### config.mk
export PLATFORM = sky130hd
export DESIGN_NAME = pipelined_addsub
export DESIGN_NICKNAME = d
export VERILOG_FILES = /design/src/rtl/pipelined_addsub.sv
export SDC_FILE = /design/constraint.sdc
export NUM_CORES = 2
export LEC_CHECK = 0
export CORE_AREA = 2 2 450 452
export DETAILED_ROUTE_END_ITERATION = 8
export DIE_AREA = 0 0 452 454
export PLACE_DENSITY = 0.61
export SLEW_MARGIN = 40
export SYNTH_ARGS = -nofsm -noshare
export SYNTH_HDL_FRONTEND = slang
export SYNTH_SLANG_ARGS = --single-unit
### constraint.sdc
create_clock -name clk -period 8.2 [get_ports clk]
set_input_delay 2.46 -clock clk [delete_from_list [all_inputs] [get_ports clk]]
set_output_delay 2.46 -clock clk [all_outputs]
set_load 0.03 [all_outputs]
### src/rtl/pipelined_addsub.sv
// Multi-limb adder/subtractor: one LIMB-wide carry-chain adder reused over
// WIDTH/LIMB cycles, with the carry registered between limbs.
module pipelined_addsub #(
  parameter int unsigned WIDTH = 384,
  parameter int unsigned LIMB  = 128
) (
  input  logic             clk,
  input  logic             rst,
  input  logic             start,
  input  logic             subtract,
  input  logic             Cin,
  input  logic [WIDTH-1:0] A,
  input  logic [WIDTH-1:0] B,
  output logic [WIDTH:0]   C,
  output logic             busy,
  output logic             done
);

  localparam int unsigned NLIMB = WIDTH / LIMB;
  localparam int unsigned CW    = (NLIMB > 1) ? $clog2(NLIMB) : 1;
  localparam logic [CW-1:0] LAST_LIMB = CW'(NLIMB - 1);

  generate
    if (((WIDTH % LIMB) != 0) || (NLIMB < 1)) begin : g_param_check
      $error("pipelined_addsub: WIDTH must be a non-zero multiple of LIMB");
    end
  endgenerate

  typedef enum logic [1:0] {
    IDLE = 2'd0,
    RUN  = 2'd1,
    FIN  = 2'd2
  } state_t;

  state_t           r_state;
  state_t           w_next;
  logic [CW-1:0]    r_cnt;
  logic [WIDTH-1:0] r_a;
  logic [WIDTH-1:0] r_b;
  logic [WIDTH-1:0] r_res;
  logic             r_carry;
  logic [WIDTH:0]   r_c;
  logic             r_busy;
  logic             r_done;

  logic             w_accept;
  logic             w_last;
  logic [LIMB:0]    w_sum;
  logic [WIDTH-1:0] w_res_next;

  assign w_accept = start && ((r_state == IDLE) || (r_state == FIN));
  assign w_last   = (r_state == RUN) && (r_cnt == LAST_LIMB);

  // One limb of the carry chain; new limb enters the result at the top.
  assign w_sum      = {1'b0, r_a[LIMB-1:0]} + {1'b0, r_b[LIMB-1:0]} + (LIMB+1)'(r_carry);
  assign w_res_next = WIDTH'({w_sum[LIMB-1:0], r_res} >> LIMB);

  always_ff @(posedge clk) begin
    if (rst) begin
      r_state <= IDLE;
    end else begin
      r_state <= w_next;
    end
  end

  always_comb begin
    w_next = r_state;
    case (r_state)
      IDLE:    if (start) w_next = RUN;
      RUN:     if (r_cnt == LAST_LIMB) w_next = FIN;
      FIN:     w_next = start ? RUN : IDLE;
      default: w_next = IDLE;
    endcase
  end

  always_ff @(posedge clk) begin
    if (rst) begin
      r_busy  <= 1'b0;
      r_done  <= 1'b0;
      r_cnt   <= '0;
      r_a     <= '0;
      r_b     <= '0;
      r_res   <= '0;
      r_carry <= 1'b0;
      r_c     <= '0;
    end else begin
      r_busy <= (w_next == RUN);
      r_done <= (w_next == FIN);
      if (w_accept) begin
        // Subtraction is A + ~B + 1; the +1 rides in on the initial carry.
        r_a     <= A;
        r_b     <= subtract ? ~B : B;
        r_carry <= subtract | Cin;
        r_cnt   <= '0;
      end else if (r_state == RUN) begin
        r_a     <= r_a >> LIMB;
        r_b     <= r_b >> LIMB;
        r_carry <= w_sum[LIMB];
        r_res   <= w_res_next;
        r_cnt   <= r_cnt + CW'(1);
        if (w_last) begin
          r_c <= {w_sum[LIMB], w_res_next};
        end
      end
    end
  end

  assign C    = r_c;
  assign busy = r_busy;
  assign done = r_done;

endmodule

After elaboration in Yosys (flattened, before gate mapping)
Cells that the tools add are included.
{"block": "word_totals", "out_inout_bits": 387, "reg_bits": 1544, "elab_cells": 39, "inputBits": 773}
{"block": "op_classes", "n_reduce_logical": 8, "add_sub_neg": 3, "n_eq_ne": 5, "mux": 11, "bitwise": 3}
{"cell": "$mux W384", "count": 5}
{"cell": "$not A384 Y384", "count": 1}
{"cell": "$add A128 B128 Y129", "count": 1}
{"cell": "$add A129 B1 Y129", "count": 1}
{"cell": "$eq A2 B2 Y1 const B", "count": 3}
{"cell": "$pmux W2 S3", "count": 1}
{"cell": "$eq A2 B1 Y1 const B", "count": 2}
{"cell": "$mux W2", "count": 2}
{"cell": "$mux W1", "count": 3}
{"cell": "$reduce_and A3 Y1", "count": 1}
{"cell": "$add A2 B1 Y2 const B", "count": 1}
{"cell": "$logic_and A1 B1 Y1", "count": 2}
{"cell": "$logic_not A2 Y1", "count": 1}
{"cell": "$reduce_and A2 Y1", "count": 1}
{"cell": "$reduce_bool A2 Y1", "count": 1}
{"cell": "$reduce_or A2 Y1", "count": 1}
{"cell": "$logic_or A1 B1 Y1", "count": 1}
{"cell": "$not A1 Y1", "count": 1}
{"cell": "$or A1 B1 Y1", "count": 1}

Depth between registers and ports, before layout
{"block": "depth", "ltp_word": 5, "ltp_mapped": 13, "depth_no_buf": 13}

Least setup slack after synthesis
Ideal clock, no wire load.
{"block": "synth_timing", "path_type": "input to register", "start": "in subtract", "end": "reg r_b[333]", "cell_stages": 6, "required_ps": 8072, "n_path_buf": 3, "slack_ps": 4306, "setup_time_ps": 128, "arrival_time_ps": 3767, "cell_sequence": "clkbuf_1 -> clkbuf_1 -> buf_1 -> xor2_1 -> a22oi_1 -> nor2_1"}
{"block": "synth_between", "elab_chain_cells": 2}
{"element": "start: declaration", "line": "10", "source": "input logic subtract,"}
{"element": "$mux W384", "line": "92", "source": "r_b <= subtract ? ~B : B;"}
{"element": "$mux W384", "line": "89", "source": "if (w_accept) begin"}
{"element": "end signal: assignment", "line": "92"}
{"element": "end signal: assignment", "line": "97", "source": "r_b <= r_b >> LIMB;"}
{"element": "end: declaration", "line": "39", "source": "logic [WIDTH-1:0] r_b;"}
Every way passes these cells.
A chain may end at the register's enable or synchronous reset.

Worst setup path in the final report
{"block": "layout_timing", "start": "reg r_b[0]", "end": "reg r_c[352], in the netlist C[352]"}
{"block": "layout_between", "elab_chain_cells": 2}
{"element": "$add A128 B128 Y129", "line": "55", "source": "assign w_sum = {1'b0, r_a[LIMB-1:0]} + {1'b0, r_b[LIMB-1:0]} + (LIMB+1)'(r_carry);"}
{"element": "$add A129 B1 Y129", "line": "55"}
{"element": "end signal: assignment", "line": "102", "source": "r_c <= {w_sum[LIMB], w_res_next};"}
{"element": "end: declaration", "line": "42", "source": "logic [WIDTH:0] r_c;"}
Every way passes these cells.

==> flow_metrics.py <==
metrics = {
    "run_status": {
        "outcome": "finished, final reports clean",
    },
    "cts": {
        "cts_buffers": 159,
        "cts.sinks": 1416,
        "path_clk_slew_ns": 0.06,
        "cts_setup_buffers": 0,
        "htree_num_levels": 4,
        "clockBufferDepth": 3,
        "cts_resized": 0,
        "tritoncts": "done",
        "holdBufCountCts": 0,
        "clk_latency_ns": 0.82,
        "clockRootBuffer": "clkbuf_16",
    },
    "timing": {
        "skew_ns": 0.04291,
        "fmax_mhz": 203.9,
        "hold_violations": 0,
        "period_needed_ns": 4.905,
        "setup_tns_ns": 0,
        "tightest_slew_ns": 0.9657,
        "post-route-period-util_pct": 59.82,
        "rsz0062_at_grt": "no",
        "slew_violations": 0,
        "slew_headroom_pct": 35.62,
        "finalSetupViolations": 0,
    },
    "yosys": {
        "synthCells": 8060,
        "avgSynthCellArea_um2": 7.799,
        "synth.distinct_cells": 81,
        "yosysTopAreaCell": "dfxtp_1",
        "ys.flop_type": "dfxtp_1",
        "syn_nets": 8963,
        "synth_area_mm2": 0.06286,
        "synthArstFlopShare_pct": 0,
        "synth_edf_count": 0,
        "ys_seq_area_share_pct": 45.10,
        "ys_top_cells_by_area": "dfxtp_1, nand2_1, a21oi_1, xor2_1, nor2_1",
        "yosysWarnings": 0,
        "synth_seq_cells": 1416,
        "synth_top_area_share_pct": 45.10,
    },
    "critical_path": {
        "worstPathArrival_ns": 5.66,
        "start_kind": "register",
        "timing.rr.start": "r_b[0]",
        "endpoint_kind": "register",
        "path_class": "register to register",
        "r2r_slack_ns": 3.29,
        "reg2regPathDepth": 13,
        "crit_required_ns": 8.95,
        "reg2reg_to": "C[352]",
        "cp_max_fo": 6,
    },
    "placement": {
        "io_buffers": 1159,
        "gp_congestion": 0.9358,
        "hpwlAfterDp_um": 212500,
    },
    "global_route": {
        "grt_pass1_vias": 57390,
        "grt_max_degree": 198,
        "track_usage_pct": 26.24,
        "antenna_found_initial": 78,
        "grt_first_pass_wirelength_um": 398600,
        "grt-ovfl-total": 0,
    },
    "layout": {
        "fillers": 20450,
        "fin_util_pct": 40.83,
        "area.growth.synth_to_final_pct": 30.47,
        "regArea_mm2": 0.02835,
        "drive_above_1_share_pct": 4.211,
        "layout_commonest_cell": "nand2_1",
        "final_cell_mix": "nand2_1, dfxtp_1, clkdlybuf4s50_1",
        "multiInputGateArea_mm2": 0.03202,
        "nets": 9706,
    },
    "drt": {
        "dr.pass1.iters": 6,
        "num_vias": 61780,
        "drt_iter0_markers": 5588,
        "routed_via_density": 5.297,
        "wirelength_um": 283800,
        "wl_per_cell_um": 24.33,
        "route.detailed.drc": 0,
        "ant_nets": 0,
    },
    "pwr": {
        "power.density_mw_per_mm2": 222.5,
        "p_leak_uw": 0.02928,
        "max-vdd-ir-drop_mv": 0.2238,
    },
    "hold_path": {
        "hold_path_class": "register to register",
        "holdPathStages": 2,
        "hold_start": "r_res[237]",
        "min_to": "C[109]",
    },
    "floorplanning": {
        "rows": 165,
        "die_area_mm2": 0.2052,
        "die-width_um": 452,
        "die_h_um": 454,
        "initial_utilization_pct": 31.29,
        "io_pins": 1160,
        "core_mm2": 0.2009,
    },
    "flow_run": {
        "maxCapViolCount": 0,
    },
}
cell usage after synthesis (40+ instances only):
cell	instances
nand2_1	2139
dfxtp_1	1416
a21oi_1	1039
nor2_1	689
clkbuf_1	596
xor2_1	431
a22oi_1	256
a311oi_1	225
nor3_1	207
o22ai_1	163
o21ai_0	144
ha_1	128
xnor2_1	76
nand4_1	73
buf_1	45
nand3_1	40
power by group:
part           total (µW)  switching (µW)  internal (µW)  leakage [µW]
logic                3270            2120           1150        0.0151
registers            7720             416           7300        0.0116
clock network        7260            3100           4160       0.00260
registers in the layout (all words and copies together), names as in the netlist:
name and count:
done 1, C 385, r_res 256, r_state 2, r_cnt 2, r_carry 1
r_b 384, busy 1, r_a 384
per-stage QoR:
stage	cell area, µm²	hold WS, ns	power [µW]	cells	setup WS [ns]
after CTS	81710	0.4177	18330	11600	3.212
after floorplan	62860	0.4322	9458	8060	4.306
after global placement	76100	0.4380	11020	11300	3.074
final	82010	0.4351	18240	11660	3.295
after global routing	82000	0.4549	18910	11660	3.027
after detailed placement	76410	0.4417	11070	11310	2.936
layer usage:
layer | global-route usage (%) | vias to the layer above | routed length [µm]
met3 | 3.856 | 513 | 16250
met5 | 0 | - | 80
met1 | 35.81 | 29700 | 127100
met4 | 16.30 | 12 | 17210
li1 | - | 29170 | -
met2 | 38.79 | 2392 | 123200
critical path, cell delays in order (launching register included):
cell,delay [ns]
dfxtp_1,0.42
fa_1,0.56
fa_1,0.45
a21oi_1,0.26
o221ai_1,0.20
a221oi_2,0.48
a2111oi_0,0.21
nor2_1,0.37
o21ai_0,0.38
a21oi_1,0.49
o31ai_1,0.15
xor2_1,0.59
nand2_1,0.11
a21oi_1,0.16
kinds of logic after synthesis:
logic type               after synthesis  synth area share [%]
AND/OR/NAND/NOR                     3225                 20.42
adder cells (fa/ha/maj)              130                 2.612
AO/OA/AOI/OAI                       2082                 20.52
buffers and inverters                692                 4.156
flip-flops                          1416                 45.10
XOR/XNOR                             507                 7.064
multiplexers                           8                0.1294
how the worst max path moves through the flow:
| stage | from | end | slack [ns] | cells after the start |
|---|---|---|---|---|
| finish | r_b[0] | C[352] | 3.29 | 13 |
| global route | r_b[0] | C[366] | 3.03 | 13 |
| CTS | r_b[0] | C[366] | 3.21 | 13 |
| detailed placement | start | r_b[19] | 2.94 | 6 |
| global placement | start | r_b[133] | 3.07 | 6 |
| floorplan | subtract | r_b[333] | 4.31 | 6 |
cell type report:
class | count | area share (%)
sequential | 1416 | 34.57
timing repair buffer | 1235 | 15.49
inverter | 39 | 0.1785
tap | 2672 | 4.077
antenna | 61 | 0.1861
clock inverter | 55 | 0.7811
clock buffer | 232 | 5.674
multi-input combinational | 5952 | 39.05
No activity file was read; power rests on OpenSTA's default activity.
